===== src/rtl/fp8_pkg.sv =====
// Shared constants and types for the fixed-point to FP8 conversion path.
// FP8 layout: sign[7], exp[6:4] (bias 3), frac[3:0]; exp=0 is denormal.
package fp8_pkg;

  localparam int FP8_EXP_BIAS   = 3;
  localparam int FP8_EXP_W      = 3;
  localparam int FP8_FRAC_W     = 4;
  localparam int FP8_DENORM_EXP = -2;
  localparam logic [6:0] FP8_MAX_MAG = 7'h7F;

  // Q6.6 two's complement fixed-point input
  localparam int FXP_W    = 12;
  localparam int FXP_FRAC = 6;

  // Normalisation counter: starts at the MSB index of the 11-bit magnitude
  // and stops at the index where the value falls into the denormal range.
  localparam logic [3:0] NORM_E_INIT = 4'd10;
  localparam logic [3:0] NORM_E_MIN  = 4'd4;

  typedef enum logic [1:0] {
    IDLE = 2'd0,
    ABS  = 2'd1,
    NORM = 2'd2,
    DONE = 2'd3
  } enc_state_t;

endpackage


===== src/rtl/fp8_encoder.sv =====
// Iterative Q6.6 -> FP8 converter. Takes the magnitude, then left-shifts
// one bit per cycle until the leading one reaches bit 10 or the exponent
// counter hits the denormal floor. Truncates (round toward zero).
module fp8_encoder
  import fp8_pkg::*;
#(
  parameter logic [6:0] SAT_MAG = FP8_MAX_MAG
) (
  input  logic             clk,
  input  logic             rst_n,
  input  logic             in_valid,
  output logic             in_ready,
  input  logic [FXP_W-1:0] in_data,
  output logic             out_valid,
  input  logic             out_ready,
  output logic [7:0]       out_data,
  output logic             out_overflow,
  output logic             out_inexact,
  output logic             out_zero,
  output logic             busy
);

  enc_state_t       state_q, state_d;
  logic [FXP_W-1:0] data_q, data_d;
  logic [10:0]      sh_q, sh_d;
  logic [3:0]       e_q, e_d;
  logic [7:0]       out_data_q, out_data_d;
  logic             out_valid_q, out_valid_d;
  logic             ovf_q, ovf_d;
  logic             inex_q, inex_d;
  logic             zero_q, zero_d;
  logic             in_ready_q, in_ready_d;
  logic             busy_q, busy_d;
  logic [FXP_W-1:0] mag_s;
  logic [2:0]       exp_s;

  // Next-state, datapath and registered-output computation
  always_comb begin
    state_d    = state_q;
    data_d     = data_q;
    sh_d       = sh_q;
    e_d        = e_q;
    out_data_d = out_data_q;
    ovf_d      = ovf_q;
    inex_d     = inex_q;
    zero_d     = zero_q;
    mag_s      = data_q[FXP_W-1] ? (12'd0 - data_q) : data_q;
    // e is 4..10 when a normal stop happens, so modulo-8 arithmetic on the
    // low bits gives e-3 exactly.
    exp_s      = e_q[2:0] - 3'(FP8_EXP_BIAS);

    case (state_q)
      IDLE: begin
        if (in_valid) begin
          data_d  = in_data;
          state_d = ABS;
        end else begin
          state_d = IDLE;
        end
      end
      ABS: begin
        if (mag_s == 12'd0) begin
          out_data_d = 8'h00;
          ovf_d      = 1'b0;
          inex_d     = 1'b0;
          zero_d     = 1'b1;
          state_d    = DONE;
        end else if (mag_s[11]) begin
          // only -2048 reaches here: |value| = 32 is out of range
          out_data_d = {1'b1, SAT_MAG};
          ovf_d      = 1'b1;
          inex_d     = 1'b1;
          zero_d     = (SAT_MAG == 7'h00);
          state_d    = DONE;
        end else begin
          sh_d    = mag_s[10:0];
          e_d     = NORM_E_INIT;
          state_d = NORM;
        end
      end
      NORM: begin
        if (!sh_q[10] && (e_q > NORM_E_MIN)) begin
          sh_d = {sh_q[9:0], 1'b0};
          e_d  = e_q - 4'd1;
        end else if (sh_q[10]) begin
          out_data_d = {data_q[FXP_W-1], exp_s, sh_q[9:6]};
          ovf_d      = 1'b0;
          inex_d     = |sh_q[5:0];
          zero_d     = 1'b0;
          state_d    = DONE;
        end else begin
          // denormal: sh[9:6] holds the original mag[3:0], nothing is lost
          out_data_d = {data_q[FXP_W-1], 3'b000, sh_q[9:6]};
          ovf_d      = 1'b0;
          inex_d     = 1'b0;
          zero_d     = 1'b0;
          state_d    = DONE;
        end
      end
      DONE: begin
        if (out_ready) begin
          state_d = IDLE;
        end else begin
          state_d = DONE;
        end
      end
      default: begin
        state_d = IDLE;
      end
    endcase

    out_valid_d = (state_d == DONE);
    in_ready_d  = (state_d == IDLE);
    busy_d      = (state_d != IDLE);
  end

  // State and output registers; reset aborts any conversion in flight
  always_ff @(posedge clk or negedge rst_n) begin
    if (!rst_n) begin
      state_q     <= IDLE;
      data_q      <= 12'd0;
      sh_q        <= 11'd0;
      e_q         <= 4'd0;
      out_data_q  <= 8'h00;
      out_valid_q <= 1'b0;
      ovf_q       <= 1'b0;
      inex_q      <= 1'b0;
      zero_q      <= 1'b0;
      in_ready_q  <= 1'b1;
      busy_q      <= 1'b0;
    end else begin
      state_q     <= state_d;
      data_q      <= data_d;
      sh_q        <= sh_d;
      e_q         <= e_d;
      out_data_q  <= out_data_d;
      out_valid_q <= out_valid_d;
      ovf_q       <= ovf_d;
      inex_q      <= inex_d;
      zero_q      <= zero_d;
      in_ready_q  <= in_ready_d;
      busy_q      <= busy_d;
    end
  end

  assign in_ready     = in_ready_q;
  assign out_valid    = out_valid_q;
  assign out_data     = out_data_q;
  assign out_overflow = ovf_q;
  assign out_inexact  = inex_q;
  assign out_zero     = zero_q;
  assign busy         = busy_q;

endmodule


===== config.mk =====
export PLATFORM = sky130hd
export DESIGN_NAME = fp8_encoder
export DESIGN_NICKNAME = d
export VERILOG_FILES = /design/src/rtl/fp8_pkg.sv /design/src/rtl/fp8_encoder.sv
export SDC_FILE = /design/constraint.sdc
export NUM_CORES = 1
export LEC_CHECK = 0
export CAP_MARGIN = 0
export CORE_ASPECT_RATIO = 0.75
export CORE_MARGIN = 4
export CORE_UTILIZATION = 50
export CTS_BUF_LIST = sky130_fd_sc_hd__clkbuf_16
export DETAILED_ROUTE_END_ITERATION = 10
export PLACE_DENSITY = 0.76
export RECOVER_POWER = 50
export SYNTH_ARGS = -nofsm -noshare
export SYNTH_HDL_FRONTEND = slang
export SYNTH_SLANG_ARGS = --single-unit
export TNS_END_PERCENT = 1

===== constraint.sdc =====
create_clock -name clk -period 2.4 [get_ports clk]
set_input_delay 0.72 -clock clk [delete_from_list [all_inputs] [get_ports clk]]
set_output_delay 0.72 -clock clk [all_outputs]
set_load 0.02 [all_outputs]

==> results of run 1 <==
cell families (layout without fill, tap and decap cells):
logic type / after synthesis / count (layout) / synth area share [%]
AO/OA/AOI/OAI: 49 / 50 / 14.5
multiplexers: 29 / 29 / 13.3
AND/OR/NAND/NOR: 70 / 70 / 14.9
flip-flops: 43 / 43 / 44.0
XOR/XNOR: 10 / 10 / 3.89
adder cells (fa/ha/maj): 9 / 9 / 4.60
buffers and inverters: 24 / 89 / 4.75
final timing paths:
check                                         start                       end  cells after the start
setup / recovery              data_q[0]$_DFFE_PN0P_   out_data[4]$_DFFE_PN0P_                     10
hold / removal             out_overflow$_DFFE_PN0P_  out_overflow$_DFFE_PN0P_                      1
setup reg to reg              data_q[0]$_DFFE_PN0P_   out_data[4]$_DFFE_PN0P_                     10
hold reg to reg            out_overflow$_DFFE_PN0P_  out_overflow$_DFFE_PN0P_                      1
max in group asynchronous                     rst_n     data_q[0]$_DFFE_PN0P_                      2
min in group asynchronous                     rst_n       sh_q[9]$_DFFE_PN0P_                      1
cells in the final DEF (no fill, tap or decap), types with 6 or more instances in the layout:
cell / n
sky130_fd_sc_hd__dfrtp_1: 41
sky130_fd_sc_hd__buf_4: 37
sky130_fd_sc_hd__clkdlybuf4s50_1: 28
sky130_fd_sc_hd__nand2_1: 22
sky130_fd_sc_hd__mux2_2: 18
sky130_fd_sc_hd__nor2_1: 15
sky130_fd_sc_hd__o21ai_0: 12
sky130_fd_sc_hd__inv_1: 11
sky130_fd_sc_hd__mux2_4: 10
sky130_fd_sc_hd__ha_1: 8
sky130_fd_sc_hd__a21oi_1: 7
sky130_fd_sc_hd__nor3_1: 6
sky130_fd_sc_hd__nand3_1: 6
flip-flops by register name, summed over array words and instances, names as in the netlist, 2 cells and up:
name / cells
data_q: 12
sh_q: 11
out_data: 8
state_q: 2
e_q: 4
synthesized netlist by cell type, types with 3 or more instances:
library cell,instances
sky130_fd_sc_hd__nand3_1,7
sky130_fd_sc_hd__nand2_1,22
sky130_fd_sc_hd__nor2_1,15
sky130_fd_sc_hd__dfrtp_1,42
sky130_fd_sc_hd__nor2b_1,4
sky130_fd_sc_hd__buf_6,3
sky130_fd_sc_hd__xor2_1,4
sky130_fd_sc_hd__xnor2_1,5
sky130_fd_sc_hd__nor3_1,6
sky130_fd_sc_hd__mux2_2,28
sky130_fd_sc_hd__inv_1,12
sky130_fd_sc_hd__clkbuf_1,8
sky130_fd_sc_hd__ha_1,9
sky130_fd_sc_hd__o21ai_0,13
sky130_fd_sc_hd__a221o_1,4
sky130_fd_sc_hd__a21oi_1,7
critical path: cells and delay by family, from the launching register on:
| kind | cells | cell delay, ns |
|---|---|---|
| compound gates | 3 | 0.68 |
| simple gates | 3 | 0.54 |
| flops | 1 | 0.44 |
| mux | 1 | 0.33 |
| buf+inv | 2 | 0.23 |
| fa+ha+maj | 1 | 0.21 |
area by class of cell:
class                           instances  area share [%]
Sequential cell                        43            32.2
Clock buffer                            5            3.73
Tap cell                               57            2.13
Inverter                               12            1.34
Clock inverter                          3            1.16
Multi-Input combinational cell        168            41.6
Timing Repair Buffer                   69            17.8
through the flow:
| step | setup WS, ns | area [um^2] |
|---|---|---|
| 2_1_floorplan | -0.0216 | 2470 |
| 3_3_place_gp | -0.119 | 3030 |
| 3_5_place_dp | -0.204 | 3030 |
| 4_1_cts | -0.121 | 3270 |
| 5_1_grt | -0.243 | 3350 |
| 6_report | -0.123 | 3350 |
per-layer routing:
metal,vias to the layer above,global-route usage (%),wire [um]
li1,966,-,-
met1,963,30.7,2870
met3,7,3.80,362
met2,65,34.2,2670
met4,0,7.36,57
met5,-,0,0
repair_timing:
item / 4_1_cts / 5_1_grt
cloned: 1 / 0
pin swaps: 9 / 8
setup endpoints to repair: 24 / 30
gates resized for setup: 5 / 18
buffers inserted: 4 / 1
power groups by stage:
stage	combinational, mW	clock (mW)	sequential (mW)
2_1_floorplan	1.88	0	1.41
3_3_place_gp	2.89	0	1.34
3_5_place_dp	2.97	0	1.36
4_1_cts	3.18	0.779	1.35
5_1_grt	3.69	0.806	1.40
6_report	3.40	0.762	1.36
==> reports/summary.md, run 1 <==
The flow ran to the end, but the final reports show violations. The checks that failed: setup timing. Registers take 1080 um^2. Post-route setup TNS: -1.25 ns. The number of clock sinks was 43. Sorting the synthesized cells by area gives the leading types as sky130_fd_sc_hd__dfrtp_1, sky130_fd_sc_hd__mux2_2, sky130_fd_sc_hd__ha_1, sky130_fd_sc_hd__nand2_1, sky130_fd_sc_hd__o21ai_0. Summing the sequential cell areas from Yosys gives 44.0% of the chip area. The number of failing hold endpoints at the final stage was 0; the synthesized netlist cell count was 234. TritonCTS built the clock tree. In this run the core area contains 21 standard-cell rows. The maximum number of pins on one net before global-route repair is 29, and the via count of the routed design is 2001.

The run gives 30 as the boundary pin count. Routed wire length per instance: 16.7 um. The biggest cell delay along the critical path was 0.44 ns; the switching power was 2.19 mW. Clock latency on the worst-skew pair, taken at its later pin, is 0.29 ns. The internal reg-to-reg setup slack was -0.12 ns; the post-synthesis sequential element count was 43. Share of total power consumed by net switching: 39.8%. sky130_fd_sc_hd__dfrtp_1 takes more of the synthesized area than any other cell. A synthesized cell averages 10.5 um^2.

The fraction of final layout cells sized beyond drive strength 1 works out to 33.0%. Data arrival time of the critical path: 2.70 ns. The tools report the synthesis warning total as 0. The final critical path time including I/O delays and setup came out at 2.52 ns. The share of total power dissipated in the clock network is 13.8%. The logs give 5.52 mW for the total power and 2450 um^2 for the area of the mapped netlist. The logs give 343 for the number of placed cells counting well taps and 0 for the count of max-cap constraint violations. After clock tree synthesis, the flow added hold-fix buffers numbering 0. The final critical path takes up 105% of the cycle. Summed over all nets, the half-perimeter wirelength after detailed placement is 4.21 mm. The count of endpoints failing setup in the final report was 22. Number of enable-type register cells in the synthesized netlist: 0.

The run gives 4600 um^2 as the placeable core region. In the final design database the tool counted 324 nets. The non-filler instance count after layout is 357. The number of port buffers was 29; the number of different library cells in the post-synthesis netlist was 52.

For this configuration, the core starts out at a cell density of 53.2%. In this run the worst path has a maximum fanout of 5. The via-per-instance ratio was 5.61; the worst vdd rail ir drop was 867 uV.

The cell chosen for the clock root was sky130_fd_sc_hd__clkbuf_16. Static timing analysis puts the maximum clock frequency at 0.396 GHz. For the final database, setup skew stands at 0.00599 ns. Count of unresolved DRC violations after routing: 0. Traced cell by cell, the critical path runs through inv_2 -> ha_4 -> nand2b_4 -> a211o_1 -> a211oi_2 -> nand4_4 -> nor2_4 -> buf_6 -> o211ai_4 -> mux2_4. The total congestion overflow is 0. Across all hold checks on the routed design, the worst slack comes to 0.504 ns.

The type of the worst setup path was reg -> reg. Number of pins exceeding their max-slew limit in the final report: 0. After filler insertion, the fill cell instance count of the layout stands at 300. The CTS H-tree depth is 2, and the slew at the pin with the worst max-slew slack is 1.48 ns. The logs give 4 for the first-pass detailed-route iteration total and 72.9% for the final core utilization. In this run the remaining antenna-violating nets after routing total 0.

The min-delay analysis places its worst path in the category reg -> reg. The area of the die was 6090 um^2. Setup repair after global routing could not meet its margin everywhere. In this run the biggest area consumer among cell types represents 42.9% of the synthesized area. The tools report the critical path endpoint category as a flip-flop. The multi-input combinational cells in the finished layout cover a total of 1390 um^2.

Relative to the synthesized area, the layout overhead comes to 36.9%. Counting every net in the synthesized netlist gives 259. The first-pass GRT wire length came out at 9.99 mm.

For this design, the slowest cell found on the critical path is sky130_fd_sc_hd__dfrtp_2. The number of design-rule violations left by the first detailed-router iteration was 147; the static power due to leakage was 1.46 nW. The repair_antennas step left the layout with diodes totalling 0. The required time of the critical path was 2.58 ns; the power per cell area was 1650 nW/um^2. The most used flip-flop cell after synthesis is sky130_fd_sc_hd__dfrtp_1. The initial antenna violation count is 0, and the maximum clock insertion buffer count is 2. The internal power is 3.32 mW, and the y dimension of the die is 68.6 um.

For this run, the total global-route usage over all layers was measured as 21.8%. The startpoint type of the worst setup path was a flip-flop. For the part of the power in registers, the log shows 24.6%. Clock tree synthesis inserted a total of 5 buffers. The via count of the first global-routing pass is 2004, and the combinational share of power is 61.6%.

For the final worst setup slack, the log shows -0.123 ns. Wires add up to 5.96 mm. From left edge to right edge, the die measures 88.8 um. The async set-reset flop share out of synthesis was 100%. After clock tree synthesis, the clock-pin slew on the worst setup and hold paths is 0.06 ns. In this run the tightest slew margin relative to its limit is 1.35%.

The final weighted congestion in routability-driven placement was 0.850.
Power figures use the tool's default switching activity.
==> inputs of run 2 (changes only) <==
Settings changed: GPL_TIMING_DRIVEN from default to 0.
==> run 2 against run 1 <==
  * The run still ends with setup timing left
  * Final area is 7.1% lower
  * Sequential power is 4% higher
  * Clock power is 16% lower
  * Combinational power is 14% lower
  * Fmax is 3.8% lower
  * Utilization is 5.1 points lower
  * Count of clock-buffer cells in the layout stayed put
  * Worst hold slack worse by 0.085 ns
  * Routed wire length is 8.9% lower
  * Setup slack worse by 0.10 ns
==> reports/summary.md, run 2 (same netlist as run 1, synthesis figures left out) <==
The final worst setup slack is -0.224 ns (-0.101 ns), and the number of failing hold endpoints at the final stage is 0 (unchanged). The logs give 2.78 ns (+0.08 ns) for the data arrival time of the critical path and 19.5% (-2.3 points) for the global-route usage over all layers. The highest fanout seen on the critical path works out to 10 (+5). For the via count of the first global-routing pass, the log shows 1819 (-9.2%).

The number of design-rule violations left by the first detailed-router iteration was 113 (-23%); the number of pins exceeding their max-slew limit in the final report was 0 (unchanged). The y dimension of the die works out to 68.6 um (unchanged). The library cell used most frequently in the layout, excluding fill and tap cells, is sky130_fd_sc_hd__dfrtp_1. The most critical setup path has its startpoint at data_q[0]$_DFFE_PN0P_. In the layout the commonest cells are sky130_fd_sc_hd__dfrtp_1, sky130_fd_sc_hd__clkdlybuf4s50_1, sky130_fd_sc_hd__nand2_1. STA classifies the critical path endpoint as a flip-flop. The run gives 0 (unchanged) as the count of max-cap constraint violations. The clock buffer count from CTS is 5 (unchanged), and the worst reg-to-reg path cell count is 8 (-2). STA classifies the critical path startpoint as a flip-flop. For the via count of the routed design, the log shows 1889 (-5.6%). The number of core rows came out at 21 (unchanged). The checks that failed: setup timing. The number of placed cells counting well taps is 321 (-6.4%). The maximum clock insertion buffer count was 2 (unchanged); the clock insertion delay at the later pin of the skew report was 0.28 ns (about the same). The flow ran to the end, but the final reports show violations. Routed wire length per instance: 16.3 um (-2.7%). For the final core utilization, the log shows 67.7% (-5.1 points). The initial antenna violation count is 0 (unchanged).

The portion of the clock cycle consumed by the worst path in the final layout was 109% (+4.2 points). The tightest min-delay check is of the in -> async type. The logs give 6090 um^2 (unchanged) for the area of the die and 9.04 mm (-9.5%) for the first-pass GRT wire length. The logs give 0.891 (+4.9%) for the final weighted congestion in routability-driven placement and -0.22 ns (-0.10 ns) for the internal reg-to-reg setup slack. The count of unresolved DRC violations after routing is 0 (unchanged). The tools report the cell chosen for the clock root as sky130_fd_sc_hd__clkbuf_16. The register name with the most flops is data_q. The placeable core region was 4600 um^2 (unchanged); the overall routed net length was 5.43 mm (-8.9%). The flip-flop count of the largest register after layout works out to 12 (unchanged). For the number of antenna repair diodes, the log shows 0 (unchanged). The number of port buffers is 29 (unchanged), and the setup slack after placement is -0.305 ns (-0.102 ns).

The total power is 4.99 mW (-9.5%). By startpoint and endpoint, the worst setup path is classified as reg -> reg. The detailed-placement wirelength estimate was 3.81 mm (-9.5%); the non-filler instance count after layout was 334 (-6.4%). The logs give 0 (unchanged) for the number of nets still failing antenna checks after routing and 4 (unchanged) for the first-pass detailed-route iteration total. The clock-pin slew reported for the worst setup and hold paths after clock tree synthesis came out at 0.06 ns (about the same).

The run gives 0 (unchanged) as the post-cts hold buffer count. The fraction of final layout cells sized beyond drive strength 1 is 26.0% (-7.0 points). The worst register-to-register path begins at data_q[0]$_DFFE_PN0P_. Maximum number of pins on one net before global-route repair: 34 (+17%). For the number of nets in the final layout, the log shows 301 (-7.1%). TritonCTS built the clock tree.

The tools report the worst reg2reg path endpoint as sh_q[5]$_DFFE_PN0P_. Final critical path time including I/O delays and setup: 2.62 ns (+0.101 ns). The run gives -4.17 ns (-2.92 ns) as the post-route setup TNS. The run gives 53.2% (unchanged) as the starting density of the core. Worst slew margin relative to its limit: 46.3% (+45 points). The run gives 2.56 ns (-0.02 ns) as the required time of the critical path. For the count of endpoints failing setup in the final report, the log shows 25 (+14%).

The power per cell area is 1600 nW/um^2 (-2.7%). The slew at the pin with the worst max-slew slack is 0.806 ns (-0.674 ns), and the worst vdd rail ir drop is 875 uV (+0.96%). In this run the worst setup path terminates at sh_q[5]$_DFFE_PN0P_. Total congestion overflow: 0 (unchanged).

The run gives 43 (unchanged) as the number of clock sinks. The horizontal die dimension is 88.8 um (unchanged), and the fill cell total of the finished layout is 361 (+20%). The highest achievable clock rate was 0.381 GHz (-3.8%). The boundary pin count is 30 (unchanged), and the final setup skew is 0.00926 ns (+0.00327 ns). The post-synthesis to final-layout area growth was 27.2%. Setup repair after global routing could not meet its margin everywhere. The CTS H-tree depth is 2 (unchanged), and the via-per-instance ratio is 5.66 (+0.90%).

The static power due to leakage was 1.30 nW (-11%).
[run 2: final cells by class]
cell class | instances | area, um^2 | share of cell area [%]
Multi-Input combinational cell | 167 | 1370 | 43.9
Inverter | 12 | 45.0 | 1.45
Clock buffer | 5 | 125 | 4.02
Tap cell | 57 | 71.3 | 2.29
Sequential cell | 43 | 1080 | 34.6
Timing Repair Buffer | 38 | 347 | 11.1
Buffer | 9 | 68.8 | 2.21
Clock inverter | 3 | 12.5 | 0.402
[run 2: per-stage QoR]
step           instance area, um^2  hold WS [ns]
2_1_floorplan                 2470         0.424
3_3_place_gp                  2840         0.468
3_5_place_dp                  2850         0.493
4_1_cts                       3040         0.321
5_1_grt                       3110         0.483
6_report                      3110         0.419
[run 2: how the worst min path moves through the flow]
stage	start	end	slack, ns	cells past startpoint
2_1_floorplan	rst_n	busy$_DFF_PN0_	0.42	0
3_5_place_dp	out_data[6]$_DFFE_PN0P_	out_data[6]$_DFFE_PN0P_	0.49	1
4_1_cts	rst_n	data_q[3]$_DFFE_PN0P_	0.32	1
6_report	rst_n	sh_q[2]$_DFFE_PN0P_	0.42	1
3_3_place_gp	out_overflow$_DFFE_PN0P_	out_overflow$_DFFE_PN0P_	0.47	1
5_1_grt	rst_n	data_q[3]$_DFFE_PN0P_	0.48	1
[run 2: where the power goes]
group | internal, mW | switching (mW) | total, mW
clock network | 0.376 | 0.261 | 0.637
registers | 1.08 | 0.339 | 1.42
logic | 1.46 | 1.48 | 2.94
[run 2: routing by layer]
layer  share of wire, %  wire length [um]  up-vias  GRT usage, %
met5                  0                 0        -             0
met4               0.44                24        0          6.04
met1                 51              2770      920          29.0
li1                   -                 -      920             -
met3                4.6               248        2          4.04
met2                 44              2380       47          28.4
[run 2: timing repair]
action	in CTS	in global routing
endpoints found under the hold margin	0	0
gates resized for setup	8	15
setup buffers	3	4
cloned	1	0
setup endpoints to repair	28	30
pin swaps	4	4
[run 2: worst max-delay path: stages (launching register included)]
cell                      delay, ns
sky130_fd_sc_hd__dfrtp_1       0.37
sky130_fd_sc_hd__buf_6         0.13
sky130_fd_sc_hd__or4_4         0.53
sky130_fd_sc_hd__o31ai_4       0.22
sky130_fd_sc_hd__xor2_2        0.25
sky130_fd_sc_hd__nand4_4       0.22
sky130_fd_sc_hd__o21ai_4       0.28
sky130_fd_sc_hd__buf_8         0.19
sky130_fd_sc_hd__mux2_4        0.31
==> inputs of run 3 (changes only) <==
Settings changed: CORE_UTILIZATION 50 to 55, PLACE_DENSITY 0.76 to 0.79, REMOVE_ABC_BUFFERS from default to 1, SKIP_CTS_REPAIR_TIMING from default to 1.
Clock period 2.4 ns to 2.9 ns, I/O delays scaled along.
==> run 3 against run 2 <==
  * The run now ends clean
  * Largest power group unchanged
  * Utilization rose by 1.7 points
  * Via count fell by 3.9%
  * Register-to-register slack improved by 0.37 ns
  * Die area fell by 8.2%
  * Non-clock buffer count fell by 17
  * Sequential cell count did not move
  * Worst hold slack improved by 0.066 ns
  * Combinational power fell by 33%
  * Setup slack improved by 0.37 ns
  * Final cell count fell by 5.7%
  * Routed wire length fell by 12%
  * First-iteration DRC count fell by 47%
==> reports/summary.md, run 3 (same netlist as run 1, synthesis figures left out) <==
The type of the worst setup path was reg -> reg. The launch point of the worst path was data_q[0]$_DFFE_PN0P_. The clock insertion delay at the later pin of the skew report came out at 0.28 ns (about the same). The count of max-cap constraint violations is 0 (unchanged). The y dimension of the die came out at 65.8 um (-4.1%). The run gives 60 (-47%) as the number of design-rule violations left by the first detailed-router iteration. The slew at the pin with the worst max-slew slack was 1.10 ns (+0.289 ns). The number of port buffers is 29 (unchanged). The internal power is 2.15 mW (-26%), and the maximum number of pins on one net before global-route repair is 30 (-12%). The number of nets in the final layout is 284 (-5.6%). The logs give 1771 (-2.6%) for the via count of the first global-routing pass and 0 (unchanged) for the number of failing hold endpoints at the final stage. The final critical path time including I/O delays and setup is 2.75 ns (+0.130 ns). For the total power, the log shows 3.70 mW (-26%). The non-filler instance count after layout was 315 (-5.7%); the data arrival time of the critical path was 2.92 ns (+0.14 ns). Critical path endpoint category: a flip-flop.

The starting density of the core is 58.6% (+5.3 points). The final setup skew is 0.00208 ns (-0.00718 ns). The initial antenna violation count is 0 (unchanged). The cell sitting at the root of the clock tree is a sky130_fd_sc_hd__clkbuf_16.

The number of antenna repair diodes was 0 (unchanged). For the combinational share of power, the log shows 53.1% (-5.7 points). For the part of the power in registers, the log shows 32.7% (+4.3 points). The maximum clock insertion buffer count was 2 (unchanged).

The static power due to leakage was 1.20 nW (-7.9%). The met3 wire length is 241 um (-2.8%). Startpoint type of the worst setup path: a flip-flop. The clock-pin slew reported for the worst setup and hold paths after clock tree synthesis is 0.06 ns (about the same). In the layout the commonest cells are sky130_fd_sc_hd__dfrtp_1, sky130_fd_sc_hd__mux2_2, sky130_fd_sc_hd__clkdlybuf4s50_1. Routed signal wires occupy layers up through met4. The tools report the clock share of power as 14.2% (+1.4 points). Via count of the routed design: 1816 (-3.9%).

The tools report the critical path capture point as sh_q[5]$_DFFE_PN0P_. The flow ran to the end, and the final reports show no timing, DRC or antenna violations. The clock buffer count from CTS was 5 (unchanged).

The run gives 0 (unchanged) as the total congestion overflow. The horizontal die dimension came out at 85.0 um (-4.2%). The count of unresolved DRC violations after routing was 0 (unchanged). The class of the worst hold path is reg -> reg.

The via-per-instance ratio was 5.77 (+1.9%); the wire length on met1 was 2.39 mm (-14%). The run gives 30 (unchanged) as the boundary pin count. The logs give 8.38 mm (-7.3%) for the first-pass GRT wire length and 4 (unchanged) for the first-pass detailed-route iteration total. TritonCTS built the clock tree. The flip-flop count of the largest register after layout is 12 (unchanged).

Number of nets still failing antenna checks after routing: 0 (unchanged). The detailed-placement wirelength estimate is 3.59 mm (-5.8%). The run gives 2.13 mm (-11%) as the sum of met2 wire segment lengths after detailed routing.

For the count of endpoints failing setup in the final report, the log shows 0 (-100%). The area growth from synthesis to layout is 18.6%. The required time of the critical path is 3.06 ns (+0.50 ns). The portion of the clock cycle consumed by the worst path in the final layout is 95.0% (-14 points). The logs give 0.873 (-2.0%) for the final weighted congestion in routability-driven placement and 4180 um^2 (-9.1%) for the placeable core region.

The number of core rows came out at 20 (-4.8%). The run gives 0 (unchanged) as the number of pins exceeding their max-slew limit in the final report. The worst register-to-register path ends at sh_q[5]$_DFFE_PN0P_. For the internal reg-to-reg setup slack, the log shows 0.15 ns (+0.37 ns). The routed wire length per instance was 15.2 um (-6.2%); the fraction of final layout cells sized beyond drive strength 1 was 18.5% (-7.5 points). Power per cell area: 1270 nW/um^2 (-21%). For the number of placed cells counting well taps, the log shows 307 (-4.4%). The register with the most flip-flops in the final layout is data_q. The most common cell after layout, fill and taps aside was sky130_fd_sc_hd__dfrtp_1. The global-route usage over all layers came out at 18.7% (-0.79 points). Startpoint of the worst-slack reg-to-reg timing path: data_q[0]$_DFFE_PN0P_.

The run gives 0 ns (+4.17 ns) as the post-route setup TNS. The switching power was 1.55 mW (-26%); the share of total power consumed by net switching was 41.9% (+0.25 points). The CTS H-tree depth is 2 (unchanged), and the highest fanout seen on the critical path is 13 (+3). The area of the die is 5590 um^2 (-8.2%).

The highest achievable clock rate is 0.363 GHz (-4.7%), and the worst vdd rail ir drop is 719 uV (-18%). The number of clock sinks was 43 (unchanged). The fill cell total of the finished layout is 329 (-8.9%), and the overall routed net length is 4.80 mm (-12%). The worst slew margin relative to its limit came out at 27.0% (-19 points). The worst reg-to-reg path cell count came out at 8 (unchanged).
[run 3: cell count changes in the layout (fill, tap and decap cells not counted), sizes merged]
cell / previous run / this run
dlymetal6s4s: 0 / 1
clkbuf: 12 / 6
dlygate4sd3: 0 / 1
clkdlybuf4s50: 28 / 27
buf: 12 / 0
[run 3: worst min-delay path by stage]
stage                             start                  endpoint  slack (ns)  depth (start not counted)
4_1_cts        out_overflow$_DFFE_PN0P_  out_overflow$_DFFE_PN0P_        0.49                          1
3_5_place_dp   out_overflow$_DFFE_PN0P_  out_overflow$_DFFE_PN0P_        0.48                          1
5_1_grt        out_overflow$_DFFE_PN0P_  out_overflow$_DFFE_PN0P_        0.52                          1
6_report       out_overflow$_DFFE_PN0P_  out_overflow$_DFFE_PN0P_        0.48                          1
3_3_place_gp   out_overflow$_DFFE_PN0P_  out_overflow$_DFFE_PN0P_        0.47                          1
2_1_floorplan       sh_q[8]$_DFFE_PN0P_       sh_q[8]$_DFFE_PN0P_        0.48                          1
[run 3: metal layers]
| metal | global-route usage [%] | vias to the layer above |
|---|---|---|
| met1 | 25.9 | 894 |
| met2 | 29.3 | 38 |
| met5 | 0 | - |
| met4 | 4.74 | 0 |
| met3 | 4.98 | 5 |
| li1 | - | 879 |
[run 3: final cells by class]
class	count	area [um^2]	area share, %
multi-input combinational	167	1280	44.1
clock inverter	3	11.3	0.388
sequential	43	1080	37.1
timing repair buffer	30	297	10.2
clock buffer	5	125	4.31
tap	55	68.8	2.37
inverter	12	45.0	1.55
[run 3: metrics by stage]
stage | hold slack [ns] | area, um^2 | utilization [%] | setup WS (ns)
2_1_floorplan | 0.480 | 2380 | - | 0.256
3_3_place_gp | 0.468 | 2740 | 65.4 | -0.151
3_5_place_dp | 0.475 | 2760 | 66.0 | -0.0914
4_1_cts | 0.488 | 2890 | 69.3 | -0.102
5_1_grt | 0.524 | 2900 | 69.5 | -0.0248
6_report | 0.485 | 2900 | 69.5 | 0.146
[run 3: power groups by stage]
stage | Sequential (mW) | Clock (mW) | Combinational (mW)
floorplan | 1.22 | 0 | 1.36
global placement | 1.19 | 0 | 1.87
detailed placement | 1.21 | 0 | 1.93
CTS | 1.20 | 0.534 | 1.93
global route | 1.25 | 0.569 | 2.15
finish | 1.21 | 0.526 | 1.96
[run 3: worst max-delay path, stage by stage (launching register included)]
cell and delay [ns]:
sky130_fd_sc_hd__dfrtp_1 0.50, sky130_fd_sc_hd__inv_1 0.08, sky130_fd_sc_hd__ha_1 0.32, sky130_fd_sc_hd__nand2b_1 0.15, sky130_fd_sc_hd__a211o_1 0.31, sky130_fd_sc_hd__a211oi_2 0.25, sky130_fd_sc_hd__nand4_4 0.19, sky130_fd_sc_hd__o21ai_4 0.43
sky130_fd_sc_hd__mux2_2 0.40
